File: src/rtl/pc_sequencer.sv
// pc_sequencer: registered fetch program counter for the RV32I front end.
//
// Generalises a fixed PC+4 adder. The PC width, sequential step and target
// alignment are parameters. The block adds a valid/ready fetch handshake,
// stall hold, redirects (deferred while a fetch is in flight), an epoch tag
// for stale-fetch filtering, and misaligned-target trapping.
//
// Ports
//   clk            : single clock, all state on the rising edge
//   rst            : synchronous, active-high reset
//   FetchReady     : instruction memory accepts the presented PC
//   Stall          : pipeline hazard, blocks the sequential advance
//   RedirectValid  : redirect request, sampled every cycle
//   RedirectTarget : redirect address
//   PCOutput       : current fetch PC
//   PCPlusStep     : PCOutput + STEP (combinational, wraps mod 2^XLEN)
//   FetchValid     : PCOutput is a live fetch request
//   FetchEpoch     : tag for PCOutput, toggles on every applied redirect
//   MisalignValid  : misaligned redirect target trap
//   MisalignAddr   : offending target
//
// state | meaning
// ------+--------------------------------------------------------------
// BOOT  | one cycle after reset, no fetch; a redirect may load the PC
// RUN   | fetching; advance, hold, or apply a direct/pending redirect
// TRAP  | misaligned target seen; fetch stopped until an aligned redirect

module pc_sequencer #(
    parameter int               XLEN         = 32,
    parameter int               STEP         = 4,
    parameter int               ALIGN_BITS   = 2,
    parameter logic [XLEN-1:0]  RESET_VECTOR = '0
) (
    input  logic            clk,
    input  logic            rst,
    input  logic            FetchReady,
    input  logic            Stall,
    input  logic            RedirectValid,
    input  logic [XLEN-1:0] RedirectTarget,
    output logic [XLEN-1:0] PCOutput,
    output logic [XLEN-1:0] PCPlusStep,
    output logic            FetchValid,
    output logic            FetchEpoch,
    output logic            MisalignValid,
    output logic [XLEN-1:0] MisalignAddr
);

    localparam logic [XLEN-1:0] ALIGN_MASK = XLEN'((64'd1 << ALIGN_BITS) - 64'd1);

    if ((RESET_VECTOR & ALIGN_MASK) != '0) begin : g_bad_reset_vector
        $error("pc_sequencer: RESET_VECTOR is not aligned to ALIGN_BITS");
    end

    typedef enum logic [1:0] {
        ST_BOOT = 2'd0,
        ST_RUN  = 2'd1,
        ST_TRAP = 2'd2
    } state_t;

    state_t          state_q, state_d;
    logic [XLEN-1:0] pc_q, pc_d;
    logic            epoch_q, epoch_d;
    logic [XLEN-1:0] mis_addr_q, mis_addr_d;
    logic            pend_q, pend_d;
    logic [XLEN-1:0] pend_tgt_q, pend_tgt_d;

    logic [XLEN-1:0] pc_plus;
    logic            load_valid;
    logic [XLEN-1:0] load_tgt;

    assign pc_plus = pc_q + XLEN'(STEP);

    always_comb begin
        state_d    = state_q;
        pc_d       = pc_q;
        epoch_d    = epoch_q;
        mis_addr_d = mis_addr_q;
        pend_d     = pend_q;
        pend_tgt_d = pend_tgt_q;
        load_valid = 1'b0;
        load_tgt   = RedirectTarget;

        unique case (state_q)
            ST_BOOT: begin
                state_d    = ST_RUN;
                load_valid = RedirectValid;
            end
            ST_RUN: begin
                // FetchValid is always 1 here, so FetchReady alone tells
                // in-flight (0) from handshake completion (1).
                if (!FetchReady) begin
                    if (RedirectValid) begin
                        pend_d     = 1'b1;
                        pend_tgt_d = RedirectTarget;
                    end
                end else if (RedirectValid) begin
                    // A fresh redirect in the completion cycle beats the pending one.
                    load_valid = 1'b1;
                    pend_d     = 1'b0;
                end else if (pend_q) begin
                    // Pending redirect lands on completion even under Stall.
                    load_valid = 1'b1;
                    load_tgt   = pend_tgt_q;
                    pend_d     = 1'b0;
                end else if (!Stall) begin
                    pc_d = pc_plus;
                end
            end
            ST_TRAP: begin
                load_valid = RedirectValid;
            end
            default: begin
                state_d = ST_BOOT;
            end
        endcase

        // Alignment is only judged at the moment a target would load the PC.
        if (load_valid) begin
            if ((load_tgt & ALIGN_MASK) != '0) begin
                state_d    = ST_TRAP;
                mis_addr_d = load_tgt;
            end else begin
                state_d = ST_RUN;
                pc_d    = load_tgt;
                epoch_d = ~epoch_q;
            end
        end
    end

    always_ff @(posedge clk) begin
        if (rst) begin
            state_q    <= ST_BOOT;
            pc_q       <= RESET_VECTOR;
            epoch_q    <= 1'b0;
            mis_addr_q <= '0;
            pend_q     <= 1'b0;
            pend_tgt_q <= '0;
        end else begin
            state_q    <= state_d;
            pc_q       <= pc_d;
            epoch_q    <= epoch_d;
            mis_addr_q <= mis_addr_d;
            pend_q     <= pend_d;
            pend_tgt_q <= pend_tgt_d;
        end
    end

    assign PCOutput      = pc_q;
    assign PCPlusStep    = pc_plus;
    assign FetchValid    = (state_q == ST_RUN);
    assign FetchEpoch    = epoch_q;
    assign MisalignValid = (state_q == ST_TRAP);
    assign MisalignAddr  = mis_addr_q;

endmodule

File: config.mk
export PLATFORM = sky130hd
export DESIGN_NAME = pc_sequencer
export DESIGN_NICKNAME = d
export VERILOG_FILES = /design/src/rtl/pc_sequencer.sv
export SDC_FILE = /design/constraint.sdc
export NUM_CORES = 1
export LEC_CHECK = 0
export CORE_AREA = 2 2 110 112
export CTS_CLUSTER_DIAMETER = 80
export DETAILED_ROUTE_END_ITERATION = 6
export DIE_AREA = 0 0 112 114
export HOLD_SLACK_MARGIN = 0.15
export PLACE_DENSITY = 0.74
export SYNTH_ARGS = -nofsm -noshare
export SYNTH_HDL_FRONTEND = slang
export SYNTH_SLANG_ARGS = --single-unit
File: constraint.sdc
create_clock -name clk -period 4.9 [get_ports clk]
set_input_delay 0.98 -clock clk [delete_from_list [all_inputs] [get_ports clk]]
set_output_delay 0.98 -clock clk [all_outputs]
set_load 0.005 [all_outputs]
==> results.md, run 1 <==
* Status: completed
* Synth top area share at 39.51%
* Seq/Total Area, Yosys at approximately two fifths
* Skew final at ~0.0086 ns
* DR iter-0 viols at 220
* Clock transition at path regs at roughly 0.060 ns
* Mapped Avg Cell Area at about 8.5 µm²
* Detailed placer's ending HPWL at 10.12 mm
* Die ar. at around 13000 µm²
* Fmax at 270.7 MHz
* CTS tree: yes
* Largest area contributor in the netlist: dfxtp_1
* Post-route DRC at 0
* Sw Ratio at 29.18%
* I/O pin cnt at ~140
* Reg2reg setup slack at about 2.3 ns
* Cts bufs inserted at 9
* Initial Util at a little over two fifths
* CP Capture Type: output port
* Critical path class: flop to output port
* CTS max path bufs at 2
* Pwr Density at 347.5 nW/µm²
* Die W at 112 µm
* Final Total Pwr at approximately 2.3 mW
* Slew HR at 31.35%
* Post_cts resized at 0
* Synth Flop Type: dfxtp_1
* Share of cells above drive strength 1 at 8.131%
* GRT Total Usage at 21.37%
* Final nets at 738
* Synth top area cells: dfxtp_1 40%, mux2i_1 6.5%, nand2_1 6.4%
* Crit path arrival time at 2.71 ns
* Min Tclk post-route at 3.694 ns
* Pre-Repair DR Iteration Count at 6
* Routed wire length at 14.06 mm
* Final setup TNS at 0 ns
* Ys async rst share at 0%
* RR Startpoint: state_q[1]$_SDFFE_PP0P_
* CORE AREA at roughly 12000 µm²
* YS warnings at 0
* Net Sw Power at 0.6807 mW
* Rows at 40
* Hold crit path type: flop to flop
* Final setup fails at 0
* Leakage at 2.429 nW
* Crit path max fanout at 8
* Synth Register Bits at 100
* Hold path depth at 2
* Slowest library cell on the worst path: nor4_2
* CTS HTree Levels at 3
* DR vias/cell at 5.440
* Clk network pwr share at 30.2%
* Final Hold Fails at 0
* Antenna viol nets, final at 0
* Synth-to-Final Area Change at 32.44%
* Syn Std Cell Area at 5067 µm²
* Nature of the critical path startpoint: flop
* Port Buffer Count at 135
* Net Count, Synth at about 640
* Post-Layout Cell Count at 848
* Via count at 4613
* Worst path cell trace: nand4_1 -> nor4_2 -> nand2_1 -> nor2_1 -> xor2_1 -> clkdlybuf4s50_1
* CTS Sinks at 100
* CP max stage delay at 0.51 ns
* RSZ-0062 raised after global routing: no
* Internal at between 1.5 and 2 mW
* Hold worst-path end: pend_tgt_q[11]$_SDFFE_PP0P_
* Post-Syn Instances at 593
* DP Cell Count at ~830
* Hold_sp: pend_tgt_q[11]$_SDFFE_PP0P_
* Tcrit/Tclk final at 75.38%
* Root Driver: clkbuf_16
* Final max-slew violation count at 0
* Post-synth EDFFs at 0
* FF-to-FF End: MisalignAddr[28]$_SDFFE_PP0P_
* Initial antenna violation count at 0
* Gate power share at 26.5%
* Sequential power share at about 43%
* Total gr overflow at 0
* Antenna cells at 0
* # Max-Cap Violations at 0
* Largest net degree at the start of global routing at 101
* Hold_buf cts at 0
* Die Span Y at 114 µm
* Wire length per cell at 16.58 µm
* Later-pin clock latency in the skew report at between 0.3 and 0.4 ns
* Unique masters post-synth at 47
* First-pass GRT wire length at 22.08 mm
* GP Congestion at 0.8402
* Post-CTS Setup Inserts at 0
* Data required, critical path at between 3 and 4 ns
* Worst r2r path cells at 8
* Max VDD drop at ~0.20 mV
* Vias in the first global route at 4433
* Worst-margin pin slew at 1.030 ns
## routing by layer
layer | share of wire, % | wire [µm] | track usage [%]
met3 | 5.5 | 779 | 4.357
met1 | 44 | 6190 | 27.07
met5 | 0 | 0 | 0
met4 | 3.0 | 421 | 9.187
met2 | 47 | 6668 | 35.60
## cell usage in the layout (no fill, tap or decap), types with 2 or more instances in the layout
master	instances
a21o_1	6
o21ai_0	3
a211oi_1	35
nand2_1	87
nor3b_1	2
dfxtp_1	100
buf_4	7
inv_1	3
nand3_1	13
nor4_1	8
clkbuf_16	9
xor2_1	30
nor2_1	74
clkbuf_1	2
nand4_1	17
ha_1	5
and2_1	2
clkdlybuf4s50_1	134
mux2i_1	33
xnor2_1	24
or2_2	4
a21oi_1	46
and4_1	3
nor4_4	2
nand4b_1	2
mux2_2	19
nor3_1	5
## Yosys cell counts (2+ instances only)
cell      instances
clkbuf_1         27
buf_4             8
mux2i_1          33
a211oi_1         35
nor3b_1           2
nor3_1            5
nor4_1            8
xor2_1           30
a21oi_1          46
o21ai_0           3
nand4_1          17
nand3_1          13
inv_1             3
nand2_1          87
or2_2             4
nor4_4            2
ha_1              5
mux2_2           19
and2_1            3
nor2_1           75
and4_1            3
a21o_1            6
dfxtp_1         100
buf_2            10
xnor2_1          24
clkbuf_2          3
nand4b_1          2
## sequential cells by signal, indices dropped and copies added, names as in the netlist
register,flops
MisalignAddr,32
PCOutput,32
pend_q,1
state_q,2
FetchEpoch,1
pend_tgt_q,32
## per-stage QoR
step,utilization [%],setup WS [ns],instance area [µm²],hold WS [ns]
2_1_floorplan,-,2.322,5067,0.4338
3_3_place_gp,54.81,1.459,6419,0.4391
3_5_place_dp,54.81,1.361,6419,0.4460
4_1_cts,57.31,1.206,6711,0.4559
5_1_grt,57.31,0.9170,6711,0.4740
6_report,57.31,1.207,6711,0.4559
## final cells by class
cell class | count | area [µm²]
Tap cell | 147 | 183.9
Clock buffer | 11 | 232.7
Clock inverter | 5 | 60.06
Multi-Input combinational cell | 441 | 2828
Sequential cell | 100 | 2002
Fill cell | 1063 | 5000
Inverter | 3 | 11.26
Timing Repair Buffer | 141 | 1394
## power by group through the flow
stage	Sequential, mW	Clock, mW	Combinational (mW)
2_1_floorplan	0.998	0	0.327
3_3_place_gp	1.02	0	0.603
3_5_place_dp	1.03	0	0.618
4_1_cts	1.01	0.714	0.622
5_1_grt	1.02	0.750	0.670
6_report	1.01	0.704	0.618
## worst max-delay path, delay by kind of cell, from the launching register on
| family | cells | cell delay [ns] |
|---|---|---|
| AND/OR/NAND/NOR | 4 | 1.24 |
| flip-flops | 1 | 0.47 |
| XOR/XNOR | 1 | 0.15 |
| buffers and inverters | 1 | 0.51 |
## logic make-up (layout without fill, tap and decap cells)
kind of cell               Yosys count  in the layout  share of synthesized area (%)
muxes                               52             52                          10.74
buffers and inverters               52            160                          4.765
adders and majority gates            5              5                          1.235
xor gates and xnor gates            54             54                          9.333
DFF                                100            100                          39.51
AOI/OAI and AO/OA                   98             98                          12.35
and+or+nand+nor                    232            232                          22.07
## worst max path at each step
stage / startpoint / to / slack, ns
finish: PCOutput[9]$_SDFF_PP0_ / PCPlusStep[29] / 1.21
global route: PCOutput[13]$_SDFF_PP0_ / PCPlusStep[27] / 0.92
CTS: PCOutput[3]$_SDFF_PP0_ / PCPlusStep[26] / 1.21
detailed placement: RedirectValid / MisalignAddr[25]$_SDFFE_PP0P_ / 1.36
global placement: RedirectValid / MisalignAddr[25]$_SDFFE_PP0P_ / 1.46
floorplan: PCOutput[4]$_SDFF_PP0_ / PCPlusStep[29] / 2.32
Note: power is estimated with default switching activity, not from simulation.
==> run 2: changes to the inputs <==
==> constraint.sdc (replaced) <==
create_clock -name clk -period 3.84 [get_ports clk]
set_input_delay 0.768 -clock clk [delete_from_list [all_inputs] [get_ports clk]]
set_output_delay 0.768 -clock clk [all_outputs]
set_load 0.005 [all_outputs]
==> run 2 against run 1 <==
Clock power rose by 24%. Critical path depth stayed put. Worst setup slack lost 0.89 ns.
==> results.md, run 2 (same netlist as run 1, synthesis figures left out) <==
* Status: completed
* Die Span Y at 114 µm (unchanged)
* Post-route design area at 6704 µm² (-0.11%)
* Detailed placer's ending HPWL at 9.971 mm (-1.4%)
* Cts bufs inserted at 9 (unchanged)
* Internal at 2.102 mW (+27%)
* Post-route DRC at 0 (unchanged)
* CTS max path bufs at 2 (unchanged)
* Delay-heaviest family, CP: simple AND/OR/NAND/NOR gates
* CTS HTree Levels at 3 (unchanged)
* # Max-Cap Violations at 0 (unchanged)
* Synth-to-Final Area Change at 32.30%
* DP Area at 6431 µm² (+0.19%)
* Sw Ratio at 28.84% (-0.34 points)
* Critical path class: flop to output port
* Root Driver: clkbuf_16
* Later-pin clock latency in the skew report at 0.34 ns (about the same)
* Skew final at 0.004256 ns (-0.004305 ns)
* DR vias/cell at 5.368 (-1.3%)
* Tcrit/Tclk final at 91.64%
* Highest layer used for signal routing: met4
* Metal-1 WL at 6.010 mm (-2.9%)
* I/O pin cnt at 136 (unchanged)
* CP Capture Type: output port
* Crit path arrival time at 2.75 ns (+0.04 ns)
* Final setup TNS at 0 ns (unchanged)
* Net Sw Power at 0.8519 mW (+25%)
* Antenna cells at 0 (unchanged)
* Final max-slew violation count at 0 (unchanged)
* Rows at 40 (unchanged)
* Clock transition at path regs at 0.06 ns (about the same)
* Max VDD drop at 0.2239 mV (+15%)
* Post-CTS Setup Inserts at 0 (unchanged)
* Wire length per cell at 16.42 µm (-0.98%)
* First-pass GRT wire length at 22.04 mm (-0.19%)
* Setup WS pre-CTS at 0.7041 ns (-0.6572 ns)
* Data required, critical path at 3.07 ns (-0.85 ns)
* Antenna viol nets, final at 0 (unchanged)
* DR iter-0 viols at 333 (+51%)
* Final nets at 738 (unchanged)
* Via count at 4541 (-1.6%)
* CORE AREA at 11710 µm² (unchanged)
* Share of cells above drive strength 1 at 7.868% (-0.26 points)
* Vias in the first global route at 4308 (-2.8%)
* Worst Hold Margin at 0.4522 ns (-0.003709 ns)
* Gate power share at 27.0% (+0.5 points)
* Most frequent cells in the layout: 134 x clkdlybuf4s50_1, 100 x dfxtp_1, 87 x nand2_1
* Die W at 112 µm (unchanged)
* Met2 Wirelength at 6.623 mm (-0.67%)
* Hold_buf cts at 0 (unchanged)
* CP max stage delay at 0.55 ns (+0.04 ns)
* Largest net degree at the start of global routing at 101 (unchanged)
* Min Tclk post-route at 3.519 ns
* Nature of the critical path startpoint: flop
* Final WS setup at 0.3211 ns (-0.8854 ns)
* Initial antenna violation count at 0 (unchanged)
* Pre-Repair DR Iteration Count at 5 (-1)
* Hold crit path type: flop to flop
* Slew HR at 31.47% (+0.12 points)
* Port Buffer Count at 135 (unchanged)
* Clk network pwr share at 29.5% (-0.7 points)
* Final setup fails at 0 (unchanged)
* Worst path cell trace: nand4_1 -> nor4_2 -> nand2_1 -> nor2_1 -> xor2_1 -> clkdlybuf4s50_1
* Most common cell after layout, fill and taps aside: clkdlybuf4s50_1
* Crit path max fanout at 8 (unchanged)
* Total gr overflow at 0 (unchanged)
* CTS tree: yes
* RSZ-0062 raised after global routing: no
* Routed wire length at 13.89 mm (-1.2%)
* Leakage at 2.428 nW (about the same)
* Slowest library cell on the worst path: nor4_2
* Metal3 WL at 960 µm (+23%)
* GRT Total Usage at 21.53% (+0.16 points)
* Filler cell count at 1040 (-2.2%)
* Final Total Pwr at 2.954 mW (+27%)
* GP Congestion at 0.8919 (+6.2%)
* Die ar. at 12770 µm² (unchanged)
* Post_cts resized at 0 (unchanged)
* Sequential power share at 43.5% (+0.2 points)
* Worst Path Buf+Inv at 1 (unchanged)
* Pwr Density at 440.6 nW/µm² (+27%)
* Initial Util at 43.27% (unchanged)
* CTS Sinks at 100 (unchanged)
* Final Hold Fails at 0 (unchanged)
* Fmax at 284.2 MHz
* Worst-margin pin slew at 1.028 ns (-0.001791 ns)
-- run 2: final cells by class --
cell class                 count  area, µm²  area share, %
clock inverter                 3      40.04         0.5972
inverter                       3      11.26         0.1680
multi-input combinational    441       2828          42.18
clock buffer                  11      232.7          3.471
tap                          147      183.9          2.744
timing repair buffer         141       1406          20.98
sequential                   100       2002          29.86
-- run 2: tightest hold or removal path: stages (launching register included) --
cell,delay [ns]
dfxtp_1,0.31
nand2_1,0.05
a21oi_1,0.05
-- run 2: power by group through the flow --
| stage | clock network (mW) | logic [mW] | registers (mW) |
|---|---|---|---|
| floorplan | 0 | 0.417 | 1.27 |
| global placement | 0 | 0.785 | 1.30 |
| detailed placement | 0 | 0.801 | 1.31 |
| CTS | 0.887 | 0.807 | 1.28 |
| global route | 0.922 | 0.867 | 1.30 |
| finish | 0.870 | 0.798 | 1.29 |
-- run 2: per-layer routing --
metal,track usage [%],vias up
met5,0,-
li1,-,2261
met1,27.51,2101
met2,36.08,157
met3,4.729,22
met4,7.724,0
-- run 2: through the flow --
stage / util (%) / cells
finish: 57.24 / 846
global route: 57.24 / 846
CTS: 57.24 / 846
detailed placement: 54.91 / 832
global placement: 54.91 / 832
floorplan: - / 593
-- run 2: path summary, 6_finish.rpt --
kind                                                  start  depth (start not counted)  slack [ns]                             to
worst max register to register      state_q[1]$_SDFFE_PP0P_                          8        1.52  MisalignAddr[15]$_SDFFE_PP0P_
worst min register to register  pend_tgt_q[13]$_SDFFE_PP0P_                          2        0.45    pend_tgt_q[13]$_SDFFE_PP0P_
worst min-delay path            pend_tgt_q[13]$_SDFFE_PP0P_                          2        0.45    pend_tgt_q[13]$_SDFFE_PP0P_
worst max-delay path                 PCOutput[9]$_SDFF_PP0_                          6        0.32                 PCPlusStep[29]
==> run 3: changes to the inputs <==
--- a/config.mk
+++ b/config.mk
@@ -14,3 +14,4 @@
 export SYNTH_ARGS = -nofsm -noshare
 export SYNTH_HDL_FRONTEND = slang
 export SYNTH_SLANG_ARGS = --single-unit
+export TNS_END_PERCENT = 100
==> results of run 3 <==
No change in the layout: final DEF, timing and power equal those of run 2.
